--- config.mk ---
export PLATFORM = sky130hd
export DESIGN_NAME = shc_varlat_adder
export DESIGN_NICKNAME = d
export VERILOG_FILES = /design/src/rtl/shc_pkg.sv /design/src/rtl/shc_spec_prefix.sv /design/src/rtl/shc_varlat_adder.sv
export SDC_FILE = /design/constraint.sdc
export NUM_CORES = 1
export LEC_CHECK = 0
export ABC_AREA = 0
export BUFFER_PORTS_ARGS = -buffer_cell sky130_fd_sc_hd__buf_2
export CAP_MARGIN = 20
export CORE_AREA = 2 2 79 81
export DETAILED_ROUTE_END_ITERATION = 8
export DIE_AREA = 0 0 81 83
export PLACE_DENSITY = 0.72
export SYNTH_ARGS = -nofsm -noshare
export SYNTH_HDL_FRONTEND = slang
export SYNTH_SLANG_ARGS = --single-unit
--- constraint.sdc ---
create_clock -name clk -period 4.3 [get_ports clk]
set_clock_uncertainty 0.15 [all_clocks]
set_input_delay 1.29 -clock clk [delete_from_list [all_inputs] [get_ports clk]]
set_output_delay 1.29 -clock clk [all_outputs]
set_load 0.02 [all_outputs]
--- src/rtl/shc_pkg.sv ---
// Shared types and prefix-cell helpers for the speculative Han-Carlson adder.
package shc_pkg;

  typedef enum logic [1:0] {S_IDLE, S_EVAL, S_CORR, S_HOLD} state_t;

  typedef struct packed {
    logic g;
    logic p;
  } gp_t;

  function automatic int spec_window(input int levels);
    return 1 << levels;
  endfunction

  // Combine a more-significant group (hi) with the adjacent less-significant group (lo).
  function automatic gp_t black_cell(input gp_t hi, input gp_t lo);
    gp_t r;
    r.g = hi.g | (hi.p & lo.g);
    r.p = hi.p & lo.p;
    return r;
  endfunction

  function automatic logic grey_cell(input gp_t hi, input gp_t lo);
    return hi.g | (hi.p & lo.g);
  endfunction

endpackage

--- src/rtl/shc_spec_prefix.sv ---
// Combinational carry network: exact Han-Carlson prefix for c, windowed sparse prefix for sc,
// and the speculation error flag. Position 0 of both trees carries cin; position i+1 is bit i.
module shc_spec_prefix
  import shc_pkg::*;
#(
  parameter int WIDTH       = 16,
  parameter int SPEC_LEVELS = 3
) (
  input  logic [WIDTH-1:0] p,
  input  logic [WIDTH-1:0] g,
  input  logic             cin,
  output logic [WIDTH:0]   sc,
  output logic [WIDTH:0]   c,
  output logic             err
);

  localparam int W  = spec_window(SPEC_LEVELS);
  localparam int FL = $clog2(WIDTH + 1);

  gp_t [WIDTH:0]                pos;
  gp_t [FL:0][WIDTH:0]          ft;
  gp_t [SPEC_LEVELS:0][WIDTH:0] wt;

  always_comb begin
    pos[0].g = cin;
    pos[0].p = 1'b0;
    for (int i = 0; i < WIDTH; i++) begin
      pos[i+1].g = g[i];
      pos[i+1].p = p[i];
    end
  end

  // Odd columns pair up, run a Kogge-Stone tree among themselves, then even columns
  // take one grey cell from their odd neighbour below.
  always_comb begin
    ft = '0;
    for (int j = 0; j <= WIDTH; j++) begin
      if (j % 2 == 1) ft[0][j] = black_cell(pos[j], pos[j-1]);
      else            ft[0][j] = pos[j];
    end
    for (int m = 1; m <= FL; m++) begin
      for (int j = 0; j <= WIDTH; j++) begin
        if ((j % 2 == 1) && (j >= (1 << m))) ft[m][j] = black_cell(ft[m-1][j], ft[m-1][j-(1<<m)]);
        else                                 ft[m][j] = ft[m-1][j];
      end
    end
    c[0] = cin;
    for (int j = 1; j <= WIDTH; j++) begin
      if (j % 2 == 1) c[j] = ft[FL][j].g;
      else            c[j] = grey_cell(pos[j], ft[FL][j-1]);
    end
  end

  // Each doubling level widens the group ending at column j; after SPEC_LEVELS levels it
  // spans exactly W columns and never reaches below bit j-W.
  always_comb begin
    wt = '0;
    wt[0] = pos;
    for (int k = 0; k < SPEC_LEVELS; k++) begin
      for (int j = 0; j <= WIDTH; j++) begin
        if (j - (1 << k) >= 1) wt[k+1][j] = black_cell(wt[k][j], wt[k][j-(1<<k)]);
        else                   wt[k+1][j] = wt[k][j];
      end
    end
  end

  always_comb begin
    sc  = '0;
    err = 1'b0;
    for (int i = 0; i <= WIDTH; i++) begin
      if (i <= W) begin
        sc[i] = c[i];
      end else begin
        sc[i] = wt[SPEC_LEVELS][i].g;
        err   = err | (wt[SPEC_LEVELS][i].p & c[i-W]);
      end
    end
  end

endmodule

--- src/rtl/shc_varlat_adder.sv ---
// Variable-latency speculative adder with a registered valid/ready handshake.
// Define SHC_ERR_STATS_EN to add the saturating err_count correction counter.
module shc_varlat_adder
  import shc_pkg::*;
#(
  parameter int WIDTH       = 16,
  parameter int SPEC_LEVELS = 3
) (
  input  logic             clk,
  input  logic             rst_n,
  input  logic             in_valid,
  output logic             in_ready,
  input  logic [WIDTH-1:0] a,
  input  logic [WIDTH-1:0] b,
  input  logic             cin,
  output logic             out_valid,
  input  logic             out_ready,
  output logic [WIDTH-1:0] sum,
  output logic             cout,
  output logic             corrected
`ifdef SHC_ERR_STATS_EN
  ,
  output logic [15:0]      err_count
`endif
);

  state_t           state_q, state_d;
  logic [WIDTH-1:0] a_q, a_d, b_q, b_d;
  logic             cin_q, cin_d;
  logic [WIDTH-1:0] sum_q, sum_d;
  logic             cout_q, cout_d;
  logic             corrected_q, corrected_d;

  logic [WIDTH-1:0] p, g;
  logic [WIDTH:0]   sc, c;
  logic             err;

  assign p = a_q ^ b_q;
  assign g = a_q & b_q;

  shc_spec_prefix #(.WIDTH(WIDTH), .SPEC_LEVELS(SPEC_LEVELS)) u_prefix (
    .p  (p),
    .g  (g),
    .cin(cin_q),
    .sc (sc),
    .c  (c),
    .err(err)
  );

  // NOTE: every combinational output gets a default before the case so no path infers a latch.
  always_comb begin
    state_d     = state_q;
    a_d         = a_q;
    b_d         = b_q;
    cin_d       = cin_q;
    sum_d       = sum_q;
    cout_d      = cout_q;
    corrected_d = corrected_q;
    in_ready    = 1'b0;
    out_valid   = 1'b0;
    case (state_q)
      S_IDLE: begin
        in_ready = 1'b1;
        if (in_valid) begin
          a_d     = a;
          b_d     = b;
          cin_d   = cin;
          state_d = S_EVAL;
        end
      end
      S_EVAL: begin
        if (err) begin
          state_d = S_CORR;
        end else begin
          sum_d       = p ^ sc[WIDTH-1:0];
          cout_d      = sc[WIDTH];
          corrected_d = 1'b0;
          state_d     = S_HOLD;
        end
      end
      S_CORR: begin
        sum_d       = p ^ c[WIDTH-1:0];
        cout_d      = c[WIDTH];
        corrected_d = 1'b1;
        state_d     = S_HOLD;
      end
      S_HOLD: begin
        out_valid = 1'b1;
        in_ready  = out_ready;
        if (out_ready) begin
          if (in_valid) begin
            a_d     = a;
            b_d     = b;
            cin_d   = cin;
            state_d = S_EVAL;
          end else begin
            state_d = S_IDLE;
          end
        end
      end
      default: state_d = S_IDLE;
    endcase
  end

  // NOTE: sequential state uses non-blocking assignments so all flops update from pre-edge values.
  always_ff @(posedge clk) begin
    if (!rst_n) begin
      state_q     <= S_IDLE;
      sum_q       <= '0;
      cout_q      <= 1'b0;
      corrected_q <= 1'b0;
    end else begin
      state_q     <= state_d;
      sum_q       <= sum_d;
      cout_q      <= cout_d;
      corrected_q <= corrected_d;
    end
  end

  // NOTE: operand registers carry no reset; they are only read after IDLE has loaded them.
  always_ff @(posedge clk) begin
    a_q   <= a_d;
    b_q   <= b_d;
    cin_q <= cin_d;
  end

  assign sum       = sum_q;
  assign cout      = cout_q;
  assign corrected = corrected_q;

`ifdef SHC_ERR_STATS_EN
  logic [15:0] err_count_q, err_count_d;

  always_comb begin
    err_count_d = err_count_q;
    if (state_q == S_EVAL && err && err_count_q != 16'hFFFF) err_count_d = err_count_q + 16'd1;
  end

  always_ff @(posedge clk) begin
    if (!rst_n) err_count_q <= '0;
    else        err_count_q <= err_count_d;
  end

  assign err_count = err_count_q;
`endif

endmodule

==> flow_metrics.env, run 1 <==
export IMPL_status="complete, no violations"
export IMPL_slew_violations=0
export IMPL_proportion_of_synthesized_chip_area_in_sequential_cells_pct=48.4
export IMPL_tritoncts="done"
export IMPL_first_global_vias=1958
export IMPL_instances_no_fill=389
export IMPL_critical_path_top_cell_by_count="sky130_fd_sc_hd__o21ai_0"
export IMPL_grt_setup_unrepaired="no"
export IMPL_synth_area_top_cells="sky130_fd_sc_hd__edfxtp_1 (34%), sky130_fd_sc_hd__dfxtp_1 (14%), sky130_fd_sc_hd__ha_1 (8.3%)"
export IMPL_nets=374
export IMPL_final_design_area_no_fill_um2=3310
export IMPL_clk_transition_reported_paths_ns=0.09
export IMPL_setup_worst_path_class="reg -> reg"
export IMPL_yosysUniqueCellTypes=45
export IMPL_min_path_type="reg -> reg"
export IMPL_area_of_the_mapped_netlist_um2=2870
export IMPL_total_leakage_power_nw=1.40
export IMPL_ctsLongestPathBuffers=2
export IMPL_place_gp_congestion=0.841
export IMPL_route_detailed_drc=0
export IMPL_postRouteAntennaNets=0
export IMPL_yosys_area_top_type_share_pct=34.5
export IMPL_critical_path_slowest_stage_cell="sky130_fd_sc_hd__fa_1"
export IMPL_vias=2089
export IMPL_dp_worst_setup_slack_ns=0.739
export IMPL_crit_path_cell_trace="ha_1 > a21oi_1 > o21ai_0 > nor2_1 > o21ai_0 > fa_1 > nand3_1 > a2111oi_0 > nor3_1 > nand2_1 > o32ai_4 > buf_4 > mux2i_1 > nor2b_1"
export IMPL_die_width_um=81
export IMPL_numCtsBuffers=5
export IMPL_slew_limit_headroom_pct=67.6
export IMPL_final_min_clock_period_ns=3.60
export IMPL_cts_root_buffer_cell="sky130_fd_sc_hd__clkbuf_8"
export IMPL_max_stage_delay_ns=0.44
export IMPL_post_cts_resized_instances=0
export IMPL_max_freq_mhz=278
export IMPL_die_y_um=83
export IMPL_design_power_total_mw=2.35
export IMPL_drt_initial_drc_count=107
export IMPL_critPathRequiredTime_ns=4.36
export IMPL_critical_path_peak_fanout=28
export IMPL_clock_sinks=53
export IMPL_count_of_flip_flops_with_a_built_in_enable_after_synthesis=33
export IMPL_grt_antenna_before_repair=0
export IMPL_drive_gt1_share_pct=23.6
export IMPL_grt_pass1_wl_um=8940
export IMPL_worstMarginPinSlew_ns=0.474
export IMPL_floorplan_initialDensity_pct=49.4
export IMPL_antenna_cells_inserted=0
export IMPL_row_count=28
export IMPL_synth_largest_area_cell="sky130_fd_sc_hd__edfxtp_1"
export IMPL_setup_viol=0
export IMPL_finalSetupTns_ns=0
export IMPL_drt_total_wl_um=5400
export IMPL_hold_ws_ns=0.326
export IMPL_final_hold_viol_count=0
export IMPL_holdBufCountCts=0
export IMPL_post_drt_via_cell_ratio=5.37
export IMPL_clock_latency_ns=0.31
export IMPL_grt_use_total_pct=17.0
export IMPL_postSynthAreaPerCell_um2=11.1
export IMPL_layout_cells_most_common="sky130_fd_sc_hd__buf_2"
export IMPL_final_min_period_over_clock_period_pct=83.7
export IMPL_placement_io_buffers=56
export IMPL_max_cap_violations=0
export IMPL_cts_setup_buffers=0
export IMPL_area_growth_from_synthesis_to_layout_pct=15.4
export IMPL_die_area_um2=6720
export IMPL_final_util_pct=57.0
export IMPL_crit_buf_inv=1
export IMPL_yosysWarningCount=0
export IMPL_postSynth_asyncResetShare_pct=0
export IMPL_detailedRoute_firstPassIterationCount=4
export IMPL_route_detailed_wl_per_inst_um=13.9
export IMPL_ir_drop_mv=0.301
export IMPL_postSynthNetCount=319
export IMPL_hpwl_um=4170
export IMPL_synthFlopType="sky130_fd_sc_hd__edfxtp_1"
export IMPL_layout_common_cells="sky130_fd_sc_hd__buf_2 (56), sky130_fd_sc_hd__edfxtp_1 (33), sky130_fd_sc_hd__nand2_1 (25)"
export IMPL_postLayoutSetupSlackWorst_ns=0.701
export IMPL_critPathTopFamily="compound AO/OA/AOI/OAI gates"
export IMPL_global_route_overflow_total=0
export IMPL_placedCellCount=381
export IMPL_post_dp_cell_area_um2=3200
export IMPL_postSynthCellCount=258
export IMPL_design_core_area_um2=5820
export IMPL_htreeDepth=2
export IMPL_yosys_register_bits=53
export IMPL_start_kind="register"
export IMPL_end_kind="register"
export IMPL_power_per_cell_area_nw_per_um2=709
export IMPL_ioPinCount=57
export IMPL_worst_endpoint_arrival_ns=3.66
export IMPL_grt_max_degree=34
## registers in the layout (all words and copies together) (netlist names)
signal     cells
sum           16
cout           1
b_q           16
corrected      1
state_q        2
a_q           16
cin_q          1
## layout make-up
| type | count | area [um^2] |
|---|---|---|
| fillers | 541 | 2500 |
| flip-flops and latches | 53 | 1390 |
| multi-input cells | 180 | 1360 |
| repair buffers | 58 | 295 |
| well taps | 75 | 93.8 |
| clock buffers | 7 | 86.3 |
| inverters | 15 | 56.3 |
| clock inverters | 1 | 30.0 |
## final timing paths
path           start  endpoint  slack, ns  cells after the start
max reg2reg   a_q[4]    sum[5]       0.70                     14
min          sum[13]   sum[13]       0.33                      2
max           a_q[4]    sum[5]       0.70                     14
min reg2reg  sum[13]   sum[13]       0.33                      2
## power by group
| group | leakage [nW] | switching (mW) | internal [mW] |
|---|---|---|---|
| clock network | 0.0585 | 0.153 | 0.190 |
| registers | 0.477 | 0.0746 | 0.723 |
| logic | 0.866 | 0.745 | 0.463 |
| total | 1.40 | 0.973 | 1.38 |
## cells in the mapped netlist (3+ instances only)
cell and n:
sky130_fd_sc_hd__buf_6 3, sky130_fd_sc_hd__fa_1 5, sky130_fd_sc_hd__inv_1 15, sky130_fd_sc_hd__nor2b_1 7
sky130_fd_sc_hd__nor2_1 8, sky130_fd_sc_hd__nand4_1 5, sky130_fd_sc_hd__dfxtp_1 20, sky130_fd_sc_hd__buf_2 5
sky130_fd_sc_hd__ha_1 19, sky130_fd_sc_hd__mux2i_1 7, sky130_fd_sc_hd__nand3_1 4, sky130_fd_sc_hd__nor3_1 4
sky130_fd_sc_hd__o21ai_0 21, sky130_fd_sc_hd__a31oi_1 3, sky130_fd_sc_hd__a21oi_1 20, sky130_fd_sc_hd__o211a_1 7
sky130_fd_sc_hd__xor2_1 3, sky130_fd_sc_hd__nand2_1 25, sky130_fd_sc_hd__xnor2_1 8, sky130_fd_sc_hd__edfxtp_1 33
sky130_fd_sc_hd__a21boi_0 4
## per-layer routing
metal  share of wire (%)  wire length [um]  track usage (%)  vias up
li1                    -                 -                -     1059
met2                  45              2410             25.4       71
met5                   0                 0                0        -
met4                 2.2               119             6.16        0
met3                 6.3               342             3.59       10
met1                  47              2530             24.3      949
## tightest hold or removal path: stages, from the launching register on
cell	delay [ns]
sky130_fd_sc_hd__dfxtp_1	0.32
sky130_fd_sc_hd__nand2_1	0.05
sky130_fd_sc_hd__o22ai_1	0.06
## cells by family after synthesis
| kind of cell | share of synthesized area, % |
|---|---|
| simple gates | 10.1 |
| mux | 2.44 |
| compound gates | 19.6 |
| xor+xnor | 3.35 |
| flops | 48.4 |
| buf+inv | 4.27 |
| fa+ha+maj | 11.8 |
(Power assumes the default switching activity.)
==> inputs of run 2 (changes only) <==
Settings changed: PLACE_DENSITY 0.72 to 0.75.
Clock period 4.3 ns to 3.2 ns, I/O delays scaled along.
==> run 2 against run 1 <==
  * The run now ends with negative setup slack left
  * Sequential power increased by 37%
  * Final cell count increased by 4.6%
  * Global-route usage increased by 0.86 points
  * Non-clock buffer count increased by 18
  * Largest power group unchanged
==> flow_metrics.env, run 2 (synthesis gave the netlist of run 1 again) <==
export IMPL_final_hold_viol_count=0
export IMPL_tritoncts="done"
export IMPL_vias=2234
export IMPL_ctsLongestPathBuffers=2
export IMPL_grt_use_total_pct=17.9
export IMPL_die_width_um=81
export IMPL_detailroute_wirelength_met3_um=377
export IMPL_global_route_overflow_total=0
export IMPL_end_kind="register"
export IMPL_drive_gt1_share_pct=35.2
export IMPL_placedCellCount=391
export IMPL_power_switching_share_pct=41.5
export IMPL_cts_root_buffer_cell="sky130_fd_sc_hd__clkbuf_8"
export IMPL_max_freq_mhz=312
export IMPL_layout_cells_most_common="sky130_fd_sc_hd__buf_2"
export IMPL_first_global_vias=2105
export IMPL_status="complete, but fails checks"
export IMPL_netSwitchingPower_mw=1.53
export IMPL_critPathTopFamily="simple AND/OR/NAND/NOR gates"
export IMPL_power_frac_comb_pct=58.9
export IMPL_antenna_cells_inserted=0
export IMPL_max_cap_violations=0
export IMPL_finalSetupTns_ns=-0.00106
export IMPL_hpwl_um=4370
export IMPL_placement_io_buffers=56
export IMPL_ioPinCount=57
export IMPL_timing_hold_worst_start="sum[14]"
export IMPL_design_power_total_mw=3.69
export IMPL_die_area_um2=6720
export IMPL_drt_initial_drc_count=90
export IMPL_area_growth_from_synthesis_to_layout_pct=28.0
export IMPL_clk_transition_reported_paths_ns=0.09
export IMPL_grt_max_degree=34
export IMPL_power_share_clock_pct=11.7
export IMPL_n_fill_cell=480
export IMPL_max_stage_delay_ns=0.41
export IMPL_nets=392
export IMPL_worst_endpoint_arrival_ns=3.29
export IMPL_route_detailed_wl_per_inst_um=15.1
export IMPL_slew_violations=0
export IMPL_failed_checks="negative setup slack"
export IMPL_grt_antenna_before_repair=0
export IMPL_met2_wirelength_um=3020
export IMPL_worstMarginPinSlew_ns=0.439
export IMPL_critical_path_slowest_stage_cell="sky130_fd_sc_hd__edfxtp_1"
export IMPL_post_drt_via_cell_ratio=5.49
export IMPL_power_per_cell_area_nw_per_um2=1000
export IMPL_htreeDepth=2
export IMPL_start_kind="register"
export IMPL_place_gp_congestion=0.882
export IMPL_holdBufCountCts=0
export IMPL_numCtsBuffers=5
export IMPL_row_count=28
export IMPL_final_min_clock_period_ns=3.20
export IMPL_final_min_period_over_clock_period_pct=100
export IMPL_clock_latency_ns=0.30
export IMPL_setup_worst_path_class="reg -> reg"
export IMPL_total_routed_wire_length_on_the_met1_layer_um=2720
export IMPL_ir_drop_mv=0.537
export IMPL_die_y_um=83
export IMPL_crit_buf_inv=2
export IMPL_crit_path_cell_trace="ha_1 > nor2b_4 > and4_1 > nor2_2 > o21ai_2 > fa_2 > nand3_2 > a2111oi_4 > nor3_2 > nand2_2 > o32ai_4 > buf_6 > buf_16 > o21ai_2 > a21oi_1"
export IMPL_grt_setup_unrepaired="yes"
export IMPL_postLayoutSetupSlackWorst_ns=-0.00106
export IMPL_design_core_area_um2=5820
export IMPL_instances_no_fill=407
export IMPL_route_top_layer_used="met4"
export IMPL_setup_viol=1
export IMPL_dp_worst_setup_slack_ns=-0.0134
export IMPL_final_util_pct=63.2
export IMPL_detailedRoute_firstPassIterationCount=5
export IMPL_slew_limit_headroom_pct=70.7
export IMPL_critPathRequiredTime_ns=3.28
export IMPL_drt_total_wl_um=6160
export IMPL_regToRegStartpoint="b_q[1]"
export IMPL_cell_int_power_mw=2.16
export IMPL_power_sequential_fraction_pct=29.4
export IMPL_grt_pass1_wl_um=9450
export IMPL_postRouteAntennaNets=0
export IMPL_min_path_type="reg -> reg"
export IMPL_critical_path_peak_fanout=7
export IMPL_layout_common_cells="sky130_fd_sc_hd__buf_2 (56), sky130_fd_sc_hd__edfxtp_1 (33), sky130_fd_sc_hd__dfxtp_1 (20)"
export IMPL_timing_critical_path_from="b_q[1]"
export IMPL_clock_sinks=53
export IMPL_route_detailed_drc=0
export IMPL_floorplan_initialDensity_pct=49.4
export IMPL_critical_path_top_cell_by_count="sky130_fd_sc_hd__o21ai_2"
export IMPL_total_leakage_power_nw=1.56
run 2: cell types whose count changed in the layout (fill, tap and decap cells not counted), sizes merged:
cell    delta
buf       +16
clkbuf     +1
clkinv     +1
run 2: area by class of cell:
class                      count  area [um^2]  area share, %
clock buffer                   6         72.6           1.97
sequential                    53         1390           37.8
clock inverter                 2         33.8          0.919
inverter                      15         56.3           1.53
timing repair buffer          76          502           13.6
multi-input combinational    180         1530           41.5
tap                           75         93.8           2.55
run 2: timing repair:
item	in CTS	in global routing
resized for setup	4	38
endpoints found under the hold margin	0	0
setup buffers	0	5
pin swaps	0	14
endpoints found under the setup margin	12	19
cloned	1	2
run 2: final timing paths:
kind / to / slack, ns / depth (start not counted)
min reg2reg: sum[14] / 0.33 / 2
max reg2reg: sum[10] / -0.001 / 15
min: sum[14] / 0.33 / 2
max: sum[10] / -0.001 / 15
run 2: through the flow:
stage / area [um^2] / hold slack [ns]
after CTS: 3440 / 0.322
after global routing: 3680 / 0.369
after global placement: 3290 / 0.310
after detailed placement: 3290 / 0.310
final: 3680 / 0.326
after floorplan: 2880 / 0.378
run 2: worst reg2reg max path: cells and delay by family, from the launching register on:
kind / cells / cell delay [ns]
DFF: 1 / 0.41
buffers and inverters: 2 / 0.31
and+or+nand+nor: 6 / 0.83
adders and majority gates: 2 / 0.71
AOI/OAI and AO/OA: 5 / 0.75
run 2: per-layer routing:
layer	track usage [%]	vias up
met5	0	-
met4	5.24	0
met3	4.02	6
met2	27.7	66
met1	24.9	1068
li1	-	1094
run 2: power groups by stage:
stage	clock, mW	sequential, mW	combinational (mW)
after floorplan	0	1.19	1.15
final	0.432	1.09	2.17
after global placement	0	1.09	1.69
after global routing	0.467	1.10	2.36
after CTS	0.440	1.08	1.82
after detailed placement	0	1.09	1.72
==> inputs of run 3 (changes only) <==
Settings changed: CELL_PAD_IN_SITES_DETAIL_PLACEMENT from default to 0, CELL_PAD_IN_SITES_GLOBAL_PLACEMENT from default to 1, CORE_AREA 2 2 79 81 to 2 2 89 91, DIE_AREA 0 0 81 83 to 0 0 91 93, PLACE_DENSITY 0.75 to default, PLACE_DENSITY_LB_ADDON from default to 0.1.
==> run 3 against run 2 <==
  * The flow now finishes without violations
  * Die area grew 26%
  * Non-clock buffer count is the same
  * Register-to-register slack gained 0.07 ns
  * Sequential power is essentially flat
  * Via count shrank 2.2%
  * Routed wire length grew 2.3%
  * Worst hold slack lost 0.0015 ns
  * Largest cell class unchanged
  * Highest routed layer unchanged
==> flow_metrics.env, run 3 (synthesis gave the netlist of run 1 again) <==
export IMPL_layout_common_cells="sky130_fd_sc_hd__buf_2 (56), sky130_fd_sc_hd__edfxtp_1 (33), sky130_fd_sc_hd__nand2_1 (24)"
export IMPL_critical_path_peak_fanout=14
export IMPL_post_drt_via_cell_ratio=5.03
export IMPL_ff2ff_setup_slack_ns=0.07
export IMPL_timing_hold_worst_start="sum[13]"
export IMPL_max_cap_violations=0
export IMPL_final_min_period_over_clock_period_pct=97.7
export IMPL_setup_viol=0
export IMPL_clock_sinks=53
export IMPL_regToRegStartpoint="a_q[2]"
export IMPL_dp_worst_setup_slack_ns=-0.0615
export IMPL_first_global_vias=2113
export IMPL_cts_root_buffer_cell="sky130_fd_sc_hd__clkbuf_8"
export IMPL_place_gp_congestion=0.885
export IMPL_detailedRoute_firstPassIterationCount=4
export IMPL_area_growth_from_synthesis_to_layout_pct=25.0
export IMPL_die_area_um2=8460
export IMPL_route_detailed_wl_per_inst_um=14.5
export IMPL_layout_cells_most_common="sky130_fd_sc_hd__buf_2"
export IMPL_grt_pass1_wl_um=9860
export IMPL_tritoncts="done"
export IMPL_instances_no_fill=434
export IMPL_worst_endpoint_arrival_ns=3.18
export IMPL_worstMarginPinSlew_ns=0.462
export IMPL_max_freq_mhz=320
export IMPL_grt_setup_unrepaired="yes"
export IMPL_drive_gt1_share_pct=34.0
export IMPL_die_y_um=93
export IMPL_design_core_area_um2=7530
export IMPL_placement_io_buffers=56
export IMPL_ir_drop_mv=0.291
export IMPL_final_min_clock_period_ns=3.13
export IMPL_number_of_cells_traversed_by_the_worst_hold_path=2
export IMPL_global_route_overflow_total=0
export IMPL_route_detailed_drc=0
export IMPL_timing_reg2reg_worst_path_depth=15
export IMPL_final_hold_viol_count=0
export IMPL_die_width_um=91
export IMPL_timing_rr_end="sum[8]"
export IMPL_drt_total_wl_um=6300
export IMPL_min_path_type="reg -> reg"
export IMPL_total_leakage_power_nw=1.51
export IMPL_clk_transition_reported_paths_ns=0.09
export IMPL_numCtsBuffers=5
export IMPL_end_kind="register"
export IMPL_postLayoutSetupSlackWorst_ns=0.0727
export IMPL_power_per_cell_area_nw_per_um2=962
export IMPL_setup_worst_path_class="reg -> reg"
export IMPL_n_fill_cell=726
export IMPL_nets=392
export IMPL_postRouteAntennaNets=0
export IMPL_status="complete, no violations"
export IMPL_placedCellCount=420
export IMPL_antenna_cells_inserted=0
export IMPL_htreeDepth=2
export IMPL_row_count=32
export IMPL_ctsLongestPathBuffers=2
export IMPL_grt_max_degree=34
export IMPL_clock_latency_ns=0.30
export IMPL_grt_antenna_before_repair=0
export IMPL_ioPinCount=57
export IMPL_grt_use_total_pct=14.7
export IMPL_slew_violations=0
export IMPL_slew_limit_headroom_pct=69.2
export IMPL_worst_hold_path_endpoint="sum[13]"
export IMPL_vias=2184
export IMPL_drt_initial_drc_count=75
export IMPL_floorplan_initialDensity_pct=38.2
export IMPL_critPathRequiredTime_ns=3.26
export IMPL_hpwl_um=4620
export IMPL_start_kind="register"
[run 3: metal layers]
layer | vias to the layer above | wire, um | part of all wire [%] | track usage [%]
li1 | 1092 | - | - | -
met1 | 1019 | 3090 | 49 | 19.8
met2 | 62 | 2820 | 45 | 23.5
met3 | 11 | 277 | 4.4 | 3.30
met4 | 0 | 121 | 1.9 | 5.18
met5 | - | 0 | 0 | 0
[run 3: area by class of cell]
type / count / area [um^2] / area share, %
inverter: 15 / 56.3 / 1.57
timing repair buffer: 76 / 482 / 13.4
tap: 102 / 128 / 3.55
multi-input combinational: 180 / 1450 / 40.3
sequential: 53 / 1390 / 38.7
clock inverter: 3 / 16.3 / 0.453
clock buffer: 5 / 68.8 / 1.92
[run 3: report_power, final]
group	internal [mW]	total, mW	switching [mW]
logic	0.882	2.02	1.13
clock network	0.152	0.366	0.214
registers	0.971	1.07	0.102
total	2.01	3.46	1.45
[run 3: through the flow]
step / utilization (%) / total power, mW / instance area [um^2] / hold WS, ns / setup TNS (ns)
after floorplan: - / 2.34 / 2880 / 0.378 / 0
after global placement: 44.3 / 2.85 / 3340 / 0.309 / 0
after detailed placement: 44.3 / 2.85 / 3340 / 0.309 / -0.774
after CTS: 45.5 / 3.24 / 3430 / 0.326 / 0
after global routing: 47.7 / 3.74 / 3590 / 0.349 / -0.320
final: 47.7 / 3.46 / 3590 / 0.325 / 0
[run 3: critical path: stages (launching register included)]
cell and delay, ns:
sky130_fd_sc_hd__edfxtp_1 0.38, sky130_fd_sc_hd__ha_1 0.35, sky130_fd_sc_hd__a21oi_2 0.20, sky130_fd_sc_hd__o21ai_2 0.10
sky130_fd_sc_hd__nor2_4 0.13, sky130_fd_sc_hd__o21ai_2 0.07, sky130_fd_sc_hd__fa_2 0.39, sky130_fd_sc_hd__nand3_2 0.07
sky130_fd_sc_hd__a2111oi_2 0.06, sky130_fd_sc_hd__nor3_1 0.18, sky130_fd_sc_hd__nand2_1 0.13, sky130_fd_sc_hd__o32ai_4 0.29
sky130_fd_sc_hd__buf_4 0.19, sky130_fd_sc_hd__clkbuf_16 0.16, sky130_fd_sc_hd__nand2_1 0.06, sky130_fd_sc_hd__o211a_1 0.11
[run 3: timing repair]
action / in CTS / in global routing
endpoints found under the setup margin: 18 / 19
resized for setup: 4 / 23
buffers inserted: 0 / 4
gates cloned: 0 / 2
pin swaps: 0 / 5
hold buffers: 0 / 0
[run 3: worst max-delay path by stage]
stage / slack, ns / start / depth (start not counted) / end
after global placement: 0.03 / a_q[1] / 14 / sum[1]
after CTS: 0.01 / a_q[1] / 14 / sum[1]
after floorplan: 0.03 / a_q[1] / 14 / sum[4]
after global routing: -0.05 / a_q[2] / 15 / sum[11]
after detailed placement: -0.06 / a_q[0] / 15 / sum[1]
final: 0.07 / a_q[2] / 15 / sum[8]
